## config.mk

```make
export PLATFORM = sky130hd
export DESIGN_NAME = tap_and_uul_top
export DESIGN_NICKNAME = d
export VERILOG_FILES = /design/src/rtl/tap_and_uul_pkg.sv /design/src/rtl/tap_fsm.sv /design/src/rtl/tap_and_uul_top.sv
export SDC_FILE = /design/constraint.sdc
export NUM_CORES = 1
export LEC_CHECK = 0
export CAP_MARGIN = 20
export CORE_MARGIN = 5
export CORE_UTILIZATION = 33
export CTS_CLUSTER_DIAMETER = 120
export DETAILED_ROUTE_END_ITERATION = 12
export MAX_ROUTING_LAYER = met4
export PLACE_DENSITY = 0.6
export SLEW_MARGIN = 20
export SYNTH_ARGS = -nofsm -noshare
export SYNTH_HDL_FRONTEND = slang
export SYNTH_SLANG_ARGS = --single-unit
```

## constraint.sdc

```tcl
create_clock -name TCK -period 2.1 [get_ports TCK]
set_input_delay 0.42 -clock TCK [delete_from_list [all_inputs] [get_ports TCK]]
set_output_delay 0.42 -clock TCK [all_outputs]
set_load 0.005 [all_outputs]
```

## src/rtl/tap_and_uul_pkg.sv

```systemverilog
// tap_and_uul_pkg: TAP states, instruction opcodes and register lengths shared by the TAP and UUL
package tap_and_uul_pkg;
  localparam int IR_LEN = 3;
  localparam int BSR_LEN = 10;
  localparam logic [IR_LEN-1:0] OP_EXTEST = 3'b000;
  localparam logic [IR_LEN-1:0] OP_SAMPLE = 3'b010;
  localparam logic [IR_LEN-1:0] OP_BYPASS = 3'b111;
  typedef enum logic [3:0] {
    TLR, RTI,
    SEL_DR, CAP_DR, SHIFT_DR, EXIT1_DR, PAUSE_DR, EXIT2_DR, UPD_DR,
    SEL_IR, CAP_IR, SHIFT_IR, EXIT1_IR, PAUSE_IR, EXIT2_IR, UPD_IR
  } tap_state_e;
endpackage

```

## src/rtl/tap_fsm.sv

```systemverilog
// tap_fsm: 16-state IEEE 1149.1 TAP controller stepping on TCK rising edges
module tap_fsm
  import tap_and_uul_pkg::*;
(
  input  logic       TCK,
  input  logic       TRST_n,
  input  logic       TMS,
  output tap_state_e state
);
  tap_state_e nxt;
  always_ff @(posedge TCK or negedge TRST_n)
    if (!TRST_n) state <= TLR;
    else state <= nxt;
  always_comb begin
    nxt = state;
    case (state)
      TLR:      nxt = TMS ? TLR      : RTI;
      RTI:      nxt = TMS ? SEL_DR   : RTI;
      SEL_DR:   nxt = TMS ? SEL_IR   : CAP_DR;
      CAP_DR:   nxt = TMS ? EXIT1_DR : SHIFT_DR;
      SHIFT_DR: nxt = TMS ? EXIT1_DR : SHIFT_DR;
      EXIT1_DR: nxt = TMS ? UPD_DR   : PAUSE_DR;
      PAUSE_DR: nxt = TMS ? EXIT2_DR : PAUSE_DR;
      EXIT2_DR: nxt = TMS ? UPD_DR   : SHIFT_DR;
      UPD_DR:   nxt = TMS ? SEL_DR   : RTI;
      SEL_IR:   nxt = TMS ? TLR      : CAP_IR;
      CAP_IR:   nxt = TMS ? EXIT1_IR : SHIFT_IR;
      SHIFT_IR: nxt = TMS ? EXIT1_IR : SHIFT_IR;
      EXIT1_IR: nxt = TMS ? UPD_IR   : PAUSE_IR;
      PAUSE_IR: nxt = TMS ? EXIT2_IR : PAUSE_IR;
      EXIT2_IR: nxt = TMS ? UPD_IR   : SHIFT_IR;
      UPD_IR:   nxt = TMS ? SEL_DR   : RTI;
      default:  nxt = TLR;
    endcase
  end
endmodule

```

## src/rtl/tap_and_uul_top.sv

```systemverilog
// tap_and_uul_top: JTAG TAP with IR, bypass and boundary-scan register wrapped around a 3+3 bit adder
module tap_and_uul_top
  import tap_and_uul_pkg::*;
(
  input  logic       TCK,
  input  logic       TRST_n,
  input  logic       TMS,
  input  logic       TDI,
  output logic       TDO,
  output logic       TDI2,
  output logic       TCK2,
  output logic       TMS2,
  output logic       TDO2,
  input  logic [5:0] Par_in,
  output logic [3:0] Par_out,
  input  logic       clk_50MHz
);
  tap_state_e         state;
  logic [IR_LEN-1:0]  ir, ir_sr;
  logic [BSR_LEN-1:0] bsr, upd;
  logic               bypass, extest, sel_bsr, unused_clk;
  logic [3:0]         core_out;
  tap_fsm u_fsm (.TCK(TCK), .TRST_n(TRST_n), .TMS(TMS), .state(state));
  assign unused_clk = clk_50MHz;
  assign core_out = {1'b0, Par_in[2:0]} + {1'b0, Par_in[5:3]};
  assign extest = ir == OP_EXTEST;
  assign sel_bsr = extest || ir == OP_SAMPLE;
  assign Par_out = extest ? upd[9:6] : core_out;
  assign {TDI2, TCK2, TMS2, TDO2} = {TDI, TCK, TMS, TDO};
  // IR falls back to BYPASS on the same edge that enters Test-Logic-Reset
  always_ff @(posedge TCK or negedge TRST_n)
    if (!TRST_n) begin
      ir <= OP_BYPASS;
      ir_sr <= '0;
      bsr <= '0;
      upd <= '0;
      bypass <= 1'b0;
    end else begin
      if (state == TLR || (state == SEL_IR && TMS)) ir <= OP_BYPASS;
      else if (state == UPD_IR) ir <= ir_sr;
      if (state == CAP_IR) ir_sr <= 3'b001;
      else if (state == SHIFT_IR) ir_sr <= {TDI, ir_sr[IR_LEN-1:1]};
      if (sel_bsr) begin
        if (state == CAP_DR) bsr <= {core_out, Par_in};
        else if (state == SHIFT_DR) bsr <= {TDI, bsr[BSR_LEN-1:1]};
        if (state == UPD_DR) upd <= bsr;
      end else if (state == CAP_DR) bypass <= 1'b0;
      else if (state == SHIFT_DR) bypass <= TDI;
    end
  always_ff @(negedge TCK or negedge TRST_n)
    if (!TRST_n) TDO <= 1'b0;
    else TDO <= state == SHIFT_IR ? ir_sr[0] : state == SHIFT_DR ? (sel_bsr ? bsr[0] : bypass) : 1'b0;
endmodule

```

# --- Yosys cells after proc, flatten, opt, wreduce, memory -nomap -nowiden ---
# Cells that the tools add are included.
totals:
  in_bits: 11
  output_inout_bits: 9
  elab_cells: 64
  register_bits: 32
op_classes:
  n_eq_ne: 16
  n_addsub: 1
  n_bitwise: 1
  n_reduce_logical: 14
  muxes: 25
op_table:
  columns: ["op", "n"]
  rows:
  - ["$pmux W4 S12", 1]
  - ["$eq A4 B4 Y1 const B", 8]
  - ["$mux W10", 2]
  - ["$mux W4", 5]
  - ["$mux W3", 6]
  - ["$eq A4 B3 Y1 const B", 4]
  - ["$eq A4 B2 Y1 const B", 2]
  - ["$mux W1", 8]
  - ["$mux W2", 3]
  - ["$reduce_and A2 Y1", 3]
  - ["$reduce_bool A2 Y1", 3]
  - ["$add A3 B3 Y4", 1]
  - ["$eq A4 B1 Y1 const B", 1]
  - ["$logic_not A4 Y1", 1]
  - ["$reduce_or A2 Y1", 2]
  - ["$eq A3 B2 Y1 const B", 1]
  - ["$logic_not A3 Y1", 1]
  - ["$reduce_or A3 Y1", 1]
  - ["$logic_or A1 B1 Y1", 2]
  - ["$logic_and A1 B1 Y1", 1]
  - ["$not A1 Y1", 1]

# --- Logic depth before layout (Yosys ltp) ---
# Gate-level depths: netlist of the first run.
logic_depth:
  word_depth: 5
  depth_mapped: 7
  ltp_nobuf: 6

# --- By module ---
# A second synthesis of the first run with hierarchy kept.
hier_totals:
  hier_cells: 161
  area_unflattened_um2: 1591.5
modules_own_cells:
  columns: ["mod", "seq_area_each_um2", "cells_each", "area_per_inst_um2", "instances"]
  rows:
  - ["tap_and_uul_top", 554.3, 124, 1277.5, 1]
  - ["tap_fsm", 100.1, 37, 314.1, 1]

==> results of run 1 <==
## registers in the layout, summed over array words and instances (netlist names)
signal,count
ir,3
TDO,1
ir_sr,3
bsr,10
bypass,1
upd,4
u_fsm.state,4
## synthesized netlist by cell type (4+ instances only)
library cell / number / area share
sky130_fd_sc_hd__dfrtp_1: 22 / 0.37
sky130_fd_sc_hd__nor2_1: 16 / 0.040
sky130_fd_sc_hd__nand2_1: 15 / 0.037
sky130_fd_sc_hd__a21oi_1: 14 / 0.047
sky130_fd_sc_hd__o21ai_0: 13 / 0.043
sky130_fd_sc_hd__mux2i_1: 11 / 0.073
sky130_fd_sc_hd__clkbuf_1: 9 / 0.022
sky130_fd_sc_hd__inv_1: 8 / 0.020
sky130_fd_sc_hd__mux2_2: 5 / 0.037
sky130_fd_sc_hd__buf_4: 4 / 0.020
sky130_fd_sc_hd__nand3_1: 4 / 0.013
## metal layers
layer  wire length [um]  vias to the layer above  GRT usage
met3                 94                        8     0.0208
li1                   -                      627          -
met2               1740                       21      0.186
met5                  0                        -          -
met1               1510                      583      0.156
met4                 70                        0     0.0653
## power by group through the flow
stage	clock (uW)	combinational, uW	sequential, uW
after detailed placement	40.1	853	744
final	590	880	741
after floorplan	30.9	566	724
after CTS	607	859	740
after global routing	631	980	759
after global placement	40.1	835	740
## through the flow
stage	power, uW	cell area, um2	worst slack, ns	cells
after floorplan	1320	1510	-0.104	159
after global placement	1620	1820	-0.690	234
after detailed placement	1640	1820	-0.789	234
after CTS	2210	1970	-0.305	243
after global routing	2370	2040	-0.350	246
final	2210	2040	-0.295	246
## final cells by class
type,count,area share
clock buffers,7,0.0447
clock inverters,1,0.0147
inverters,8,0.0147
multi-input cells,110,0.394
flip-flops and latches,26,0.320
well taps,52,0.0318
repair buffers,42,0.181
## layout by cell type (no fill, tap or decap), types with 3 or more instances in the layout
| cell type | count |
|---|---|
| sky130_fd_sc_hd__dfrtp_1 | 22 |
| sky130_fd_sc_hd__buf_4 | 20 |
| sky130_fd_sc_hd__nand2_1 | 15 |
| sky130_fd_sc_hd__o21ai_0 | 13 |
| sky130_fd_sc_hd__nor2_1 | 13 |
| sky130_fd_sc_hd__a21oi_1 | 11 |
| sky130_fd_sc_hd__mux2i_1 | 11 |
| sky130_fd_sc_hd__inv_1 | 7 |
| sky130_fd_sc_hd__clkdlybuf4s50_1 | 7 |
| sky130_fd_sc_hd__clkbuf_8 | 6 |
| sky130_fd_sc_hd__buf_6 | 5 |
| sky130_fd_sc_hd__nand3_1 | 4 |
| sky130_fd_sc_hd__buf_2 | 4 |
| sky130_fd_sc_hd__o211ai_1 | 3 |
| sky130_fd_sc_hd__mux2_4 | 3 |
| sky130_fd_sc_hd__nor2_2 | 3 |
| sky130_fd_sc_hd__mux2_2 | 3 |
| sky130_fd_sc_hd__dlygate4sd2_1 | 3 |
| sky130_fd_sc_hd__dfstp_2 | 3 |
## path summary, 6_finish.rpt
kind                            depth (start not counted)     end  slack [ns]
worst max-delay path                                    1    TDO2       -0.30
worst min-delay path                                    2  bsr[1]        0.44
worst max register to register                          4     TDO       -0.10
worst min register to register                          1  upd[6]        0.53
max in group asynchronous                               1     TDO        0.84
min in group TCK                                        3  bsr[3]        0.48
## repair_timing
action	4_1_cts	5_1_grt
gates resized for setup	45	8
setup endpoints to repair	8	7
gates cloned	0	0
buffers inserted	2	3
pin swaps	5	1
## cell families after synthesis
family,count (synthesis),share of synthesized area
xor+xnor,1,0.00582
flops,26,0.435
buf+inv,23,0.0773
simple gates,47,0.147
fa+ha+maj,4,0.0382
mux,17,0.121
compound gates,41,0.176
==> results.txt, run 1 <==
The tightest hold margin is between 0.4 and 0.5 ns. At the worst endpoint, the required time is 1.68 ns. The overall routed net length is roughly 3.4 mm. Entering global routing, the biggest net connects 26 pins. By startpoint and endpoint, the worst setup path is classified as reg -> out. The worst setup path is captured at an output pin.

The die is just under 80 um tall. The tool flagged a number of max-cap violations equal to 0. The internal cell power is about 1500 uW. The area of the die came out at 6010 um2. The kind of cell with the highest combined delay along the critical path is flip-flops.

In the synthesized netlist the dominant register cell turns out to be sky130_fd_sc_hd__dfrtp_1. The hold-fix buffer count after cts came out at 0. Setup repair after global routing could not meet its margin everywhere. The layout has just over 400 filler cells. The clock latency of the later-clocked register in the worst-skew pair came out at around 0.40 ns.

At the worst endpoint, the arrival time is ~2.0 ns. After synthesis, the mean cell area works out to 9.47 um2. The area of the mapped netlist came out at 1510 um2. The total negative slack came out at -1.07 ns. TritonCTS built the clock tree. In this run the horizontal extent of the chip is around 78 um. For this run, the total global-route usage over all layers was measured as 0.123.

The area used by sequential logic in the layout came out at around 650 um2. After detailed routing, the number of vias per cell comes to 5.04. The CTS clock-pin slew for the worst setup and hold paths is 0.10 ns. Along the worst path, the maximum fanout reaches 2.

The clock share of power is 0.267. The final weighted congestion of routability-driven global placement came out at approximately 0.90. The number of global-route vias before repair is 1,212. The reported net switching power came out at 757 uW. The run finished, with violations left. In the final layout, the share of cells above drive strength 1 is 0.325. The share of total power dissipated in sequential elements is 0.335. The distinct cell type count after synthesis came out at 38. The count of vias placed by the detailed router is approximately 1,200. In this run, synthesis produced a sequential element count of 26.

The number of warnings printed during yosys synthesis came out at 0. The HPWL reported at the end of detailed placement came out at about 2.5 mm. Buffers placed on the I/O ports in this run total 18.

The average detailed-routed wire length per instance came out at between 10 and 15 um. The final number of max-transition violations came out at 0. The initial DRC count came out at 80.

For this run, the share of the core covered by cells in the final layout is 0.466. The biggest cell delay along the critical path came out at around 0.4 ns. The core area came out at between 4000 and 5000 um2. The number of antenna violations at the first check in global routing is 0.

The number of nets in the final layout came out at 210. The power per unit of standard cell area is 1080 nW/um2. The total iterations of the first detailed-routing run came out at 4.

Tracing the worst setup path back leads to its startpoint at TDO. The global-route wire length before repair came out at 5.83 mm. The number of remaining DRC errors is 0. The number of placed I/O pins came out at 20. The antenna diode instance count came out at 0. The share of total power consumed by net switching is 0.342. The static leakage came out at roughly 0.0009 uW. The total congestion overflow is 0. The worst IR drop on VDD came out at between 0.0007 and 0.0008 V. The final reports fail on setup timing. The worst path buffer plus inverter count came out at 1. In this run the tightest slew margin relative to its limit is 0.750. The total nets after synthesis is between 150 and 200. The worst-margin pin slew is about 0.37 ns. Of the total power, combinational logic draws 0.398. Summing all multi-input logic gate instances after layout gives just over 800 um2.

The clock skew after layout is roughly 0.025 ns. The cell with the biggest individual delay on the critical path is sky130_fd_sc_hd__dfrtn_1. The signed area change from the synthesized netlist to the final layout came out at 35.8%. The final critical-path setup slack is -0.295 ns. Walking the worst path, the cells encountered are buf_2. In this run the worst hold path is classified as in -> async. The worst register-to-register path begins at ir[0]. The number of flops mapped to enable cells by yosys came out at 0.

The number of nets with antenna violations after routing came out at 0. The starting density of the core came out at 0.343. Setup violations remaining at the end of the flow were counted as 6. The number of instances in the synthesized netlist is about 160. The floorplan row count came out at 24. The number of endpoints with negative hold slack in the final report came out at 0. The worst setup path is launched from a register. The fraction of registers with async set or reset after synthesis came out at 1.00. Of the synthesized area, sequential elements account for 0.435.
Power figures use the tool's default switching activity.
==> run 2, diff against run 1 <==
HOLD_SLACK_MARGIN = 0.1   (was unset)
PLACE_DENSITY = 0.58   (was 0.6)
clock period = 3 ns   (was 2.1 ns; I/O delays follow)
==> results.txt, run 2 (synthesized netlist as in run 1, its figures left out) <==
The flow ran to the end, but the final reports show violations. The final reports fail on setup timing. The die outline width is 77.5 um (unchanged).

The average detailed-routed wire length per instance was 14.1 um (+1.7%). The number of remaining DRC errors came to 0 (unchanged). The overall routed net length came out at 3.28 mm (-4.1%). The number of global-route vias before repair came out at 1,265 (+4.4%).

bsr holds more flip-flops than any other register. The number of placed I/O pins came out at 20 (unchanged). TritonCTS built the clock tree.

The worst path buffer plus inverter count is 1 (unchanged). The data required time of the worst path came out at 2.40 ns (+0.72 ns). The placement-stage cell area came out at 1750 um2 (-3.8%).

The count of vias placed by the detailed router is 1,220 (-1.5%). The flip-flop count of the largest register after layout came out at 10 (unchanged). The cell with the biggest individual delay on the critical path is sky130_fd_sc_hd__dfrtn_1. The static leakage came out at 0.000818 uW (-8.9%). The via count normalized by instance count is 5.26 (+4.4%). The worst-margin pin slew is 0.350 ns (-0.0243 ns).

On the critical path the largest part of the delay comes from flip-flops. In the final layout, the registers with the most flip-flops are bsr (10), u_fsm.state (4), upd (4). The floorplan row count is 24 (unchanged). The share of the core filled with cells in the final layout is 0.425 (-0.0411).

The global-route wire length before repair is 5.90 mm (+1.2%). The clock latency of the later-clocked register in the worst-skew pair came out at 0.40 ns (about the same). The clock skew after layout is 0.0268 ns (+0.00212 ns). Walking the worst path, the cells encountered are buf_2.

The worst setup path is launched from a register. The total congestion overflow is 0 (unchanged). The number of endpoints with negative hold slack in the final report is 0 (unchanged). The pin count of the biggest net entering global routing came out at 26 (unchanged). The final standard cell area without fillers was 1860 um2 (-8.8%). The fraction of final layout cells with drive strength greater than 1 came out at 0.217 (-0.108).

The tightest hold margin came out at 0.507 ns (+0.0640 ns). The starting density of the core is 0.343 (unchanged). The worst IR drop on VDD came to 0.000352 V (-52%).

The data arrival time of the critical path came out at 2.42 ns (+0.44 ns). The number of nets in the final layout came to 196 (-6.7%). The worst setup path is captured at an output pin. Setup repair after global routing could not meet its margin everywhere. The biggest cell delay along the critical path came to 0.40 ns (about the same). The final number of max-transition violations came out at 0 (unchanged).

The final weighted congestion of routability-driven global placement came out at 0.819 (-9.3%). The core area was 4380 um2 (unchanged). The number of setup buffers added after CTS was 0 (-2). The hold-fix buffer count after cts is 0 (unchanged). The die span in y is 77.5 um (unchanged).

The count of maximum capacitance violations was 0 (unchanged). The final critical-path setup slack came to -0.0171 ns (+0.278 ns). The count of final setup violators came out at 2 (-4). In this run the worst hold path is classified as reg -> reg. The initial DRC count is 76 (-5.0%). The number of nets with antenna violations after routing is 0 (unchanged).

The area of the die came out at 6010 um2 (unchanged). The number of antenna violations at the first check in global routing came out at 0 (unchanged). The total negative slack was -0.0339 ns (+1.04 ns). The global router's overall resource usage is 0.126 (+0.00351). The antenna diode instance count is 0 (unchanged).

Leaving out fill and tap cells, the most frequent cells in the layout are 22 x sky130_fd_sc_hd__dfrtp_1, 16 x sky130_fd_sc_hd__nor2_1, 15 x sky130_fd_sc_hd__nand2_1. The signed area change from the synthesized netlist to the final layout came out at 23.9%. The CTS clock-pin slew for the worst setup and hold paths is 0.09 ns (about the same). The HPWL reported at the end of detailed placement came out at 2.28 mm (-7.9%). The relative slew slack came out at 0.766 (+0.0155). The power per unit of standard cell area is 761 nW/um2 (-30%).

The type of the worst setup path is reg -> out. The port buffer count is 18 (unchanged). The most common library cell in the layout ignoring fill and taps is sky130_fd_sc_hd__dfrtp_1. The total iterations of the first detailed-routing run is 4 (unchanged). The largest fanout on the critical path is 2 (unchanged).
-- run 2: final timing paths --
path | end | cells past startpoint | slack [ns] | startpoint
max | TDO | 1 | -0.02 | TDO
min | upd[8] | 1 | 0.51 | upd[8]
max reg2reg | TDO | 4 | 0.21 | ir[0]
min reg2reg | upd[8] | 1 | 0.51 | upd[8]
max in group asynchronous | TDO | 1 | 1.13 | TRST_n
min in group asynchronous | u_fsm.state[2] | 2 | 0.62 | TRST_n
-- run 2: final cells by class --
| cell class | count | area (um2) |
|---|---|---|
| Sequential cell | 26 | 654 |
| Tap cell | 52 | 65.1 |
| Inverter | 8 | 30.0 |
| Clock buffer | 8 | 106 |
| Fill cell | 427 | 2520 |
| Multi-Input combinational cell | 110 | 761 |
| Timing Repair Buffer | 28 | 248 |
-- run 2: metal layers --
metal	up-vias	share of wire	GRT usage	wire, um
li1	597	-	-	-
met1	579	0.45	0.151	1480
met2	36	0.47	0.184	1550
met3	8	0.057	0.0440	186
met4	0	0.017	0.0687	55
met5	-	0	-	0
-- run 2: report_power, final --
part	internal, uW	switching (uW)	total [uW]
Sequential	447	73.2	520
Clock	225	136	361
Combinational	239	299	538
Total	911	508	1420
-- run 2: through the flow --
stage	setup WS [ns]	std cells	total power [uW]
after global placement	-0.181	225	1080
after global routing	-0.0825	232	1540
after CTS	-0.0354	232	1440
after floorplan	0.333	159	923
after detailed placement	-0.168	225	1100
final	-0.0171	232	1420
-- run 2: what timing repair did --
item                                   CTS  global route
pin swaps                                0             1
gates cloned                             0             0
setup endpoints to repair                4             4
endpoints found under the hold margin    0             0
resized for setup                       14             4
